[src/rtl/q_link_pkg.sv]
// q_link_pkg
//   Definitions shared by every block on the q_serialized link: the
//   transmitter state encoding, the defaults that the transmitter, the
//   q_measurement receiver and resonant_sys must agree on, and the
//   end-of-frame gap length derived from the receiver watchdog width.
package q_link_pkg;

  localparam int Q_PER_PULSE_DEFAULT    = 30;
  localparam int PULSE_DURATION_DEFAULT = 3;

  typedef enum logic [2:0] {
    IDLE,
    DIVIDE,
    PULSE_HI,
    PULSE_LO,
    END_GAP,
    DONE
  } q_ser_state_t;

  // Silence the receiver needs to see before its watchdog closes the
  // window: one full watchdog wrap plus a cycle of margin.
  function automatic int end_gap_len(input int wtd_bus_width);
    return (1 << wtd_bus_width) + 1;
  endfunction

  function automatic int max3(input int a, input int b, input int c);
    int m;
    m = (a > b) ? a : b;
    return (m > c) ? m : c;
  endfunction

endpackage

[src/rtl/q_quantizer.sv]
// q_quantizer
//   Iterative restoring divider: n_pulses = floor(q_value / Q_PER_PULSE),
//   one subtraction per enabled cycle. The remainder is discarded.
//   Ports:
//     clk, rst      clock, asynchronous active-high reset
//     start         load q_value into the remainder and clear the quotient
//     step          perform one subtraction if the remainder allows it
//     q_value       dividend, sampled with start
//     quotient_done remainder has dropped below Q_PER_PULSE
//     n_pulses      running / final quotient
module q_quantizer
  import q_link_pkg::*;
#(
  parameter int BUS_WIDTH   = 10,
  parameter int Q_PER_PULSE = Q_PER_PULSE_DEFAULT
) (
  input  logic                 clk,
  input  logic                 rst,
  input  logic                 start,
  input  logic                 step,
  input  logic [BUS_WIDTH-1:0] q_value,
  output logic                 quotient_done,
  output logic [BUS_WIDTH-1:0] n_pulses
);

  localparam logic [31:0] Q_STEP = 32'(Q_PER_PULSE);

  logic [BUS_WIDTH-1:0] rem;
  logic                 can_sub;

  // Compare at 32 bits so a quantum wider than the bus never truncates.
  assign can_sub       = 32'(rem) >= Q_STEP;
  assign quotient_done = !can_sub;

  // NOTE: sequential state is updated with non-blocking assignments only,
  // so every register samples the pre-edge values of its neighbours.
  always_ff @(posedge clk or posedge rst) begin
    if (rst) begin
      rem      <= '0;
      n_pulses <= '0;
    end else if (start) begin
      rem      <= q_value;
      n_pulses <= '0;
    end else if (step && can_sub) begin
      rem      <= rem - Q_STEP[BUS_WIDTH-1:0];
      n_pulses <= n_pulses + 1'b1;
    end
  end

endmodule

[src/rtl/q_pulse_serializer.sv]
// q_pulse_serializer
//   Charge-to-pulse transmitter for the q_serialized link. A loaded charge
//   is quantised to floor(q_value / Q_PER_PULSE) pulses, each PULSE_DURATION
//   cycles high and separated by GAP_DURATION low cycles, followed by a
//   silent gap long enough for the receiver watchdog to close its window.
//   Ports:
//     clk, rst      clock, asynchronous active-high reset
//     enable        block enable; low aborts a frame in progress
//     load          frame request, honoured only in IDLE
//     q_value       charge to transmit, sampled with load
//     busy          frame in progress (registered)
//     done          one-cycle strobe on normal frame completion
//     q_serialized  registered pulse train
//     pulses_sent   pulses emitted in the last or current frame
module q_pulse_serializer
  import q_link_pkg::*;
#(
  parameter int BUS_WIDTH      = 10,
  parameter int WTD_BUS_WIDTH  = 2,
  parameter int Q_PER_PULSE    = Q_PER_PULSE_DEFAULT,
  parameter int PULSE_DURATION = PULSE_DURATION_DEFAULT,
  parameter int GAP_DURATION   = 2
) (
  input  logic                 clk,
  input  logic                 rst,
  input  logic                 enable,
  input  logic                 load,
  input  logic [BUS_WIDTH-1:0] q_value,
  output logic                 busy,
  output logic                 done,
  output logic                 q_serialized,
  output logic [BUS_WIDTH-1:0] pulses_sent
);

  localparam int END_GAP_LEN = end_gap_len(WTD_BUS_WIDTH);
  localparam int DUR_MAX     = max3(PULSE_DURATION, GAP_DURATION, END_GAP_LEN);
  localparam int CNT_W       = (DUR_MAX > 1) ? $clog2(DUR_MAX) : 1;

  localparam logic [CNT_W-1:0] HI_LAST  = CNT_W'(PULSE_DURATION - 1);
  localparam logic [CNT_W-1:0] LO_LAST  = CNT_W'(GAP_DURATION - 1);
  localparam logic [CNT_W-1:0] END_LAST = CNT_W'(END_GAP_LEN - 1);

  q_ser_state_t         state, state_next;
  logic [CNT_W-1:0]     dur, dur_next;
  logic [BUS_WIDTH-1:0] pulses_sent_next;
  logic                 qz_start, qz_step, qz_done;
  logic [BUS_WIDTH-1:0] n_pulses;

  q_quantizer #(
    .BUS_WIDTH   (BUS_WIDTH),
    .Q_PER_PULSE (Q_PER_PULSE)
  ) u_quantizer (
    .clk           (clk),
    .rst           (rst),
    .start         (qz_start),
    .step          (qz_step),
    .q_value       (q_value),
    .quotient_done (qz_done),
    .n_pulses      (n_pulses)
  );

  // NOTE: every signal driven here gets a default before the case so no
  // path leaves it unassigned and no latch is inferred.
  always_comb begin
    state_next       = state;
    dur_next         = '0;
    pulses_sent_next = pulses_sent;
    qz_start         = 1'b0;
    qz_step          = 1'b0;

    case (state)
      IDLE: begin
        if (enable && load) begin
          qz_start         = 1'b1;
          pulses_sent_next = '0;
          state_next       = DIVIDE;
        end
      end
      DIVIDE: begin
        if (!qz_done) qz_step = 1'b1;
        else          state_next = (n_pulses != '0) ? PULSE_HI : END_GAP;
      end
      PULSE_HI: begin
        if (dur == HI_LAST) begin
          pulses_sent_next = pulses_sent + 1'b1;
          state_next       = (pulses_sent_next == n_pulses) ? END_GAP : PULSE_LO;
        end else begin
          dur_next = dur + 1'b1;
        end
      end
      PULSE_LO: begin
        if (dur == LO_LAST) state_next = PULSE_HI;
        else                dur_next   = dur + 1'b1;
      end
      END_GAP: begin
        if (dur == END_LAST) state_next = DONE;
        else                 dur_next   = dur + 1'b1;
      end
      DONE:    state_next = IDLE;
      default: state_next = IDLE;
    endcase

    // Dropping enable abandons the frame wherever it is; the partial pulse
    // count is kept for inspection and no done strobe is produced.
    if (state != IDLE && !enable) begin
      state_next       = IDLE;
      dur_next         = '0;
      pulses_sent_next = pulses_sent;
      qz_step          = 1'b0;
    end
  end

  // Outputs are registered from the next state so they line up with the
  // state they describe, without any combinational path to the ports.
  always_ff @(posedge clk or posedge rst) begin
    if (rst) begin
      state        <= IDLE;
      dur          <= '0;
      busy         <= 1'b0;
      done         <= 1'b0;
      q_serialized <= 1'b0;
      pulses_sent  <= '0;
    end else begin
      state        <= state_next;
      dur          <= dur_next;
      busy         <= (state_next != IDLE);
      done         <= (state_next == DONE);
      q_serialized <= (state_next == PULSE_HI);
      pulses_sent  <= pulses_sent_next;
    end
  end

endmodule
[config.mk]
export PLATFORM = sky130hd
export DESIGN_NAME = q_pulse_serializer
export DESIGN_NICKNAME = d
export VERILOG_FILES = /design/src/rtl/q_link_pkg.sv /design/src/rtl/q_quantizer.sv /design/src/rtl/q_pulse_serializer.sv
export SDC_FILE = /design/constraint.sdc
export NUM_CORES = 1
export LEC_CHECK = 0
export CAP_MARGIN = 20
export CORE_ASPECT_RATIO = 0.8
export CORE_MARGIN = 2
export CORE_UTILIZATION = 30
export DETAILED_ROUTE_END_ITERATION = 6
export PLACE_DENSITY_LB_ADDON = 0.12
export SLEW_MARGIN = 20
export SYNTH_ARGS = -nofsm -noshare
export SYNTH_HDL_FRONTEND = slang
export SYNTH_SLANG_ARGS = --single-unit
[constraint.sdc]
create_clock -name clk -period 3.49 [get_ports clk]
set_input_delay 0.5235 -clock clk [delete_from_list [all_inputs] [get_ports clk]]
set_output_delay 0.5235 -clock clk [all_outputs]
set_load 0.01 [all_outputs]
Word level (Yosys, flattened, before mapping)
Cells that the tools add are included.

Add/subtract/negate cells: 4. $lt $le $gt $ge: 1. Equal/unequal tests: 12. Muxes and demuxes: 26. Bitwise logic cells: 1. Reduce and logical (&&, ||, !) cells: 11.

Operators with widths (number): 10-bit two-way mux (6); 3-bit two-way mux (12); 10-bit by 1-bit adder with 10-bit output, second input constant (2); 10-bit case mux with 2 select lines (1); 3-bit case mux with 5 select lines (1); 3-bit by 2-bit equality test with 1-bit output, second input constant (4); 10-bit equality test (1); 10-bit by 5-bit >= comparator with 1-bit output, second input constant (1); 10-bit nonzero test (1); 10-bit by 5-bit subtractor with 10-bit output, second input constant (1); 3-bit equality test, second input constant (3); 3-bit case mux with 3 select lines (1); 3-bit by 1-bit equality test with 1-bit output, second input constant (2); 3-bit nonzero test (2); 1-bit two-way mux (5); 2-bit != test, second input constant (2); 4-bit AND reduction (1); 2-bit nonzero test (2); 3-bit by 1-bit adder with 3-bit output, second input constant (1); 1-bit logical AND (3); 3-bit zero test (1); 1-bit zero test (1); 1-bit inverter (1).

Bits in registers: 39. Output and inout bits: 13. Logic and storage cells: 63.

Longest topological paths before layout
Word-level depth: 7. Depth in mapped cells: 9. Gate-level depth less buffers: 8.

By module
A second synthesis with hierarchy kept.

Cell total of the unflattened synthesis: 281. Area total of the unflattened synthesis: 2507.4 um^2.

Modules (own cells, without submodules): q_pulse_serializer (instances 1, cells an instance 165, area each 1386.3 um^2); q_quantizer (instances 1, cells an instance 116, area each 1121.1 um^2).

Worst setup path after synthesis
OpenSTA, ideal clock, no wires.

Kind: reg2reg. Start: register pulses_sent[0]. End: register state[1]. Library setup time: 120 ps. Data arrival time: 1990 ps. Required time: 3370 ps. Path slack: 1380 ps. Cell stages (with the launch flop): 8. Path buffers: 0. Period minus slack after synthesis: 2110 ps. Cell sequence: dfrtp_1 -> ha_1 -> xnor2_2 -> xnor2_1 -> or3_1 -> nor4_2 -> nand3_1 -> o211a_1.

Cells in the longest elaborated chain, start to end: 6.

RTL lines: start: declaration (line q_pulse_serializer.sv:32) `output logic [BUS_WIDTH-1:0] pulses_sent`; start signal: assignment (line q_pulse_serializer.sv:129) `pulses_sent <= pulses_sent_next;`; 10-bit by 1-bit adder with 10-bit output (line q_pulse_serializer.sv:85) `pulses_sent_next = pulses_sent + 1'b1;`; 10-bit equality test (line q_pulse_serializer.sv:86) `state_next = (pulses_sent_next == n_pulses) ? END_GAP : PULSE_LO;`; 3-bit two-way mux (line q_pulse_serializer.sv:86); 3-bit two-way mux (line q_pulse_serializer.sv:84) `if (dur == HI_LAST) begin`; 3-bit case mux with 5 select lines (line q_pulse_serializer.sv:71) `case (state)`; 3-bit two-way mux (line q_pulse_serializer.sv:105) `if (state != IDLE && !enable) begin`; via state_next[1] (line q_pulse_serializer.sv:43) `q_ser_state_t state, state_next;`; end signal: assignment (line q_pulse_serializer.sv:124) `state <= state_next;`; end: declaration (line q_pulse_serializer.sv:43).

The timed path passes the listed nets, and every way through them passes these cells. A chain may end at the register's enable or synchronous reset.

Final worst setup path
Ends and elaborated chain as after synthesis.

==> impl_metrics.json <==
{
  "detail_route.vias_per_cell": 5.08,
  "clockBufferDepth": 2,
  "critPathCaptureType": "register",
  "timing.final.crit_period_ns": 2.35,
  "synthArstFlopShare_pct": 100,
  "setup_violations": 0,
  "fmax_mhz": 425,
  "worst_hold_path_type": "register to register",
  "timing.max_slew.rel_slack_pct": 58.4,
  "seq_area_um2": 951,
  "layout-area-overhead-vs-synth_pct": 16.8,
  "vias": 2118,
  "coreArea_um2": 8020,
  "die-height_um": 85.6,
  "num_rows": 29,
  "synth-edff-count": 0,
  "antenna_found_initial": 0,
  "gpl.final_weighted_congestion": 0.802,
  "postCtsHoldBufs": 0,
  "grt_start_max_net_pins": 29,
  "final_layout_size_suffix_gt1_share_pct": 8.41,
  "grt_overflow_total": 0,
  "postSynthNetCount": 309,
  "cts.repair_timing.setup_buffer_count": 0,
  "yosys_cell_types": 58,
  "antenna_cells_inserted": 0,
  "timing_max_transition_violations_final": 0,
  "dp_worst_setup_slack_ns": 1.12,
  "global_route_wire_length_before_repair_um": 10300,
  "multi_input_area_um2": 1420,
  "leading_cell_type_in_the_layout_fill_and_taps_excluded": "sky130_fd_sc_hd__dfrtp_1",
  "cp_max_fo": 8,
  "critical_path.startpoint_type": "register",
  "finalNetCount": 330,
  "drv.max_cap_violation_count": 0,
  "dp_hpwl_um": 4430,
  "floorplan.io_pins": 27,
  "cts-root-buf": "sky130_fd_sc_hd__clkbuf_8",
  "drt-initial-drc-count": 79,
  "p_leak_nw": 1.12,
  "detail_route.drc_violations": 0,
  "final_antenna_violating_net_count": 0,
  "run_status": "complete, no violations",
  "number_of_global_route_vias_before_repair": 2056,
  "finalWorstSetupSlack_ns": 1.14,
  "synthFlopType": "sky130_fd_sc_hd__dfrtp_1",
  "clock_sinks": 38,
  "critPathRequiredTime_ns": 3.67,
  "io_port_bufs": 25,
  "yosys-top-cells-area": "sky130_fd_sc_hd__dfrtp_1 (38%), sky130_fd_sc_hd__xnor2_1 (5.6%), sky130_fd_sc_hd__o21ai_0 (5.2%), sky130_fd_sc_hd__nand2_1 (5.1%), sky130_fd_sc_hd__ha_1 (4.0%)",
  "cp_data_arrival_time_ns": 2.54,
  "fillerInstances": 830,
  "post_synth.cell_area_avg_um2": 8.71,
  "clkSlewWorstSetupHoldPaths_ns": 0.08,
  "layout_worst_path_cycle_share_pct": 67.4,
  "die_w_um": 106,
  "timing_worst_setup_path_type": "register to register",
  "syn-instance-count": 287,
  "yosysSeqAreaShare_pct": 38.1,
  "dieArea_um2": 9080,
  "ctsResizeCount": 0,
  "setup-tns-final_ns": 0,
  "floorplan.initialDensity_pct": 31.2,
  "total_length_of_routed_wires_um": 6000,
  "drt_pre_antenna_iters": 4,
  "clk-insertion-delay-late_ns": 0.29,
  "drt-wirelength-per-cell_um": 14.4,
  "final_hold_viol_count": 0,
  "cts-buffers-inserted": 5,
  "cts_h_tree_lvls": 2,
  "hold_ws_ns": 0.503,
  "rsz_0062_raised_after_global_routing": "no",
  "synth-warning-count": 0,
  "syn-cell-area_um2": 2500,
  "postLayoutCoreUtil_pct": 36.4,
  "synth_largest_area_cell": "sky130_fd_sc_hd__dfrtp_1",
  "tritoncts": "yes",
  "synth-seq-cells": 38,
  "timing.clock.skew_ns": 0.00667,
  "synth_top_cell_area_share_pct": 38.1,
  "grtUsageTotal_pct": 14.3,
  "cellPowerDensity_nw_per_um2": 514,
  "ir_worst_vdd_v": 0.000226,
  "max_slew.worst_pin.slew_ns": 0.618,
  "mostFrequentLayoutCells": "sky130_fd_sc_hd__dfrtp_1 (38), sky130_fd_sc_hd__nand2_1 (34), sky130_fd_sc_hd__o21ai_0 (26)"
}
-- worst max-delay path, stage by stage (launching register included) --
cell	delay (ns)
sky130_fd_sc_hd__dfrtp_1	0.52
sky130_fd_sc_hd__ha_1	0.37
sky130_fd_sc_hd__and3_1	0.28
sky130_fd_sc_hd__mux2_2	0.35
sky130_fd_sc_hd__a211oi_1	0.27
sky130_fd_sc_hd__a21o_1	0.14
sky130_fd_sc_hd__nand3_1	0.10
sky130_fd_sc_hd__o211a_1	0.23
-- flip-flops by register name, summed over array words and instances, names as in the netlist --
| name | cells |
|---|---|
| u_quantizer.rem | 9 |
| done | 1 |
| q_serialized | 1 |
| pulses_sent | 10 |
| dur | 3 |
| busy | 1 |
| state | 3 |
| u_quantizer.n_pulses | 10 |
-- power breakdown --
group	switching (mW)	leakage, nW	internal [mW]
clock	0.160	0.0482	0.160
sequential	0.116	0.508	0.533
combinational	0.287	0.559	0.244
-- stage by stage --
step / cells / cell area (um2) / power [mW]
2_1_floorplan: 287 / 2500 / 1.04
3_3_place_gp: 409 / 2830 / 1.18
3_5_place_dp: 409 / 2830 / 1.19
4_1_cts: 417 / 2920 / 1.52
5_1_grt: 417 / 2920 / 1.63
6_report: 417 / 2920 / 1.50
-- final timing paths --
check | from | to | slack, ns | cells after the start
min in group asynchronous | rst | u_quantizer.rem[8]$_DFFE_PP0P_ | 0.54 | 2
hold reg to reg | dur[0]$_DFF_PP0_ | dur[0]$_DFF_PP0_ | 0.50 | 1
hold / removal | dur[0]$_DFF_PP0_ | dur[0]$_DFF_PP0_ | 0.50 | 1
setup reg to reg | pulses_sent[0]$_DFFE_PP0P_ | state[1]$_DFF_PP0_ | 1.14 | 7
setup / recovery | pulses_sent[0]$_DFFE_PP0P_ | state[1]$_DFF_PP0_ | 1.14 | 7
max in group asynchronous | rst | pulses_sent[1]$_DFFE_PP0P_ | 2.21 | 3
-- metal layers --
layer | vias to the layer above | routed length, um | global-route usage (%)
li1 | 1069 | - | -
met1 | 999 | 3090 | 21.1
met2 | 45 | 2560 | 21.0
met3 | 5 | 290 | 3.19
met4 | 0 | 55 | 3.71
met5 | - | 0 | 0
-- synthesized netlist by cell type, drive strengths merged, types with 3 or more instances --
| cell type | count |
|---|---|
| a211oi | 4 |
| a21oi | 13 |
| a31oi | 4 |
| and3 | 4 |
| buf | 8 |
| clkbuf | 8 |
| dfrtp | 38 |
| ha | 8 |
| inv | 10 |
| mux2 | 3 |
| nand2 | 35 |
| nand2b | 5 |
| nand3 | 11 |
| nand4 | 5 |
| nor2 | 23 |
| nor2b | 3 |
| nor3 | 9 |
| nor4 | 4 |
| o21ai | 31 |
| o31ai | 4 |
| or3 | 5 |
| xnor2 | 17 |
| xor2 | 6 |
-- kinds of logic (layout without fill, tap and decap cells) --
group | count (synthesis) | after routing | share of synthesized area [%]
compound gates | 73 | 73 | 18.3
buf+inv | 26 | 48 | 5.31
simple gates | 115 | 115 | 24.2
fa+ha+maj | 8 | 8 | 4.01
xor+xnor | 23 | 23 | 8.36
mux | 4 | 4 | 1.75
flops | 38 | 38 | 38.1
-- layout make-up --
cell class / count / share of cell area, %
clock buffers: 7 / 2.96
clock inverters: 1 / 0.172
inverters: 10 / 1.29
multi-input cells: 223 / 48.5
flip-flops and latches: 38 / 32.6
well taps: 108 / 4.63
repair buffers: 30 / 9.86
No activity file was read; power rests on OpenSTA's default activity.
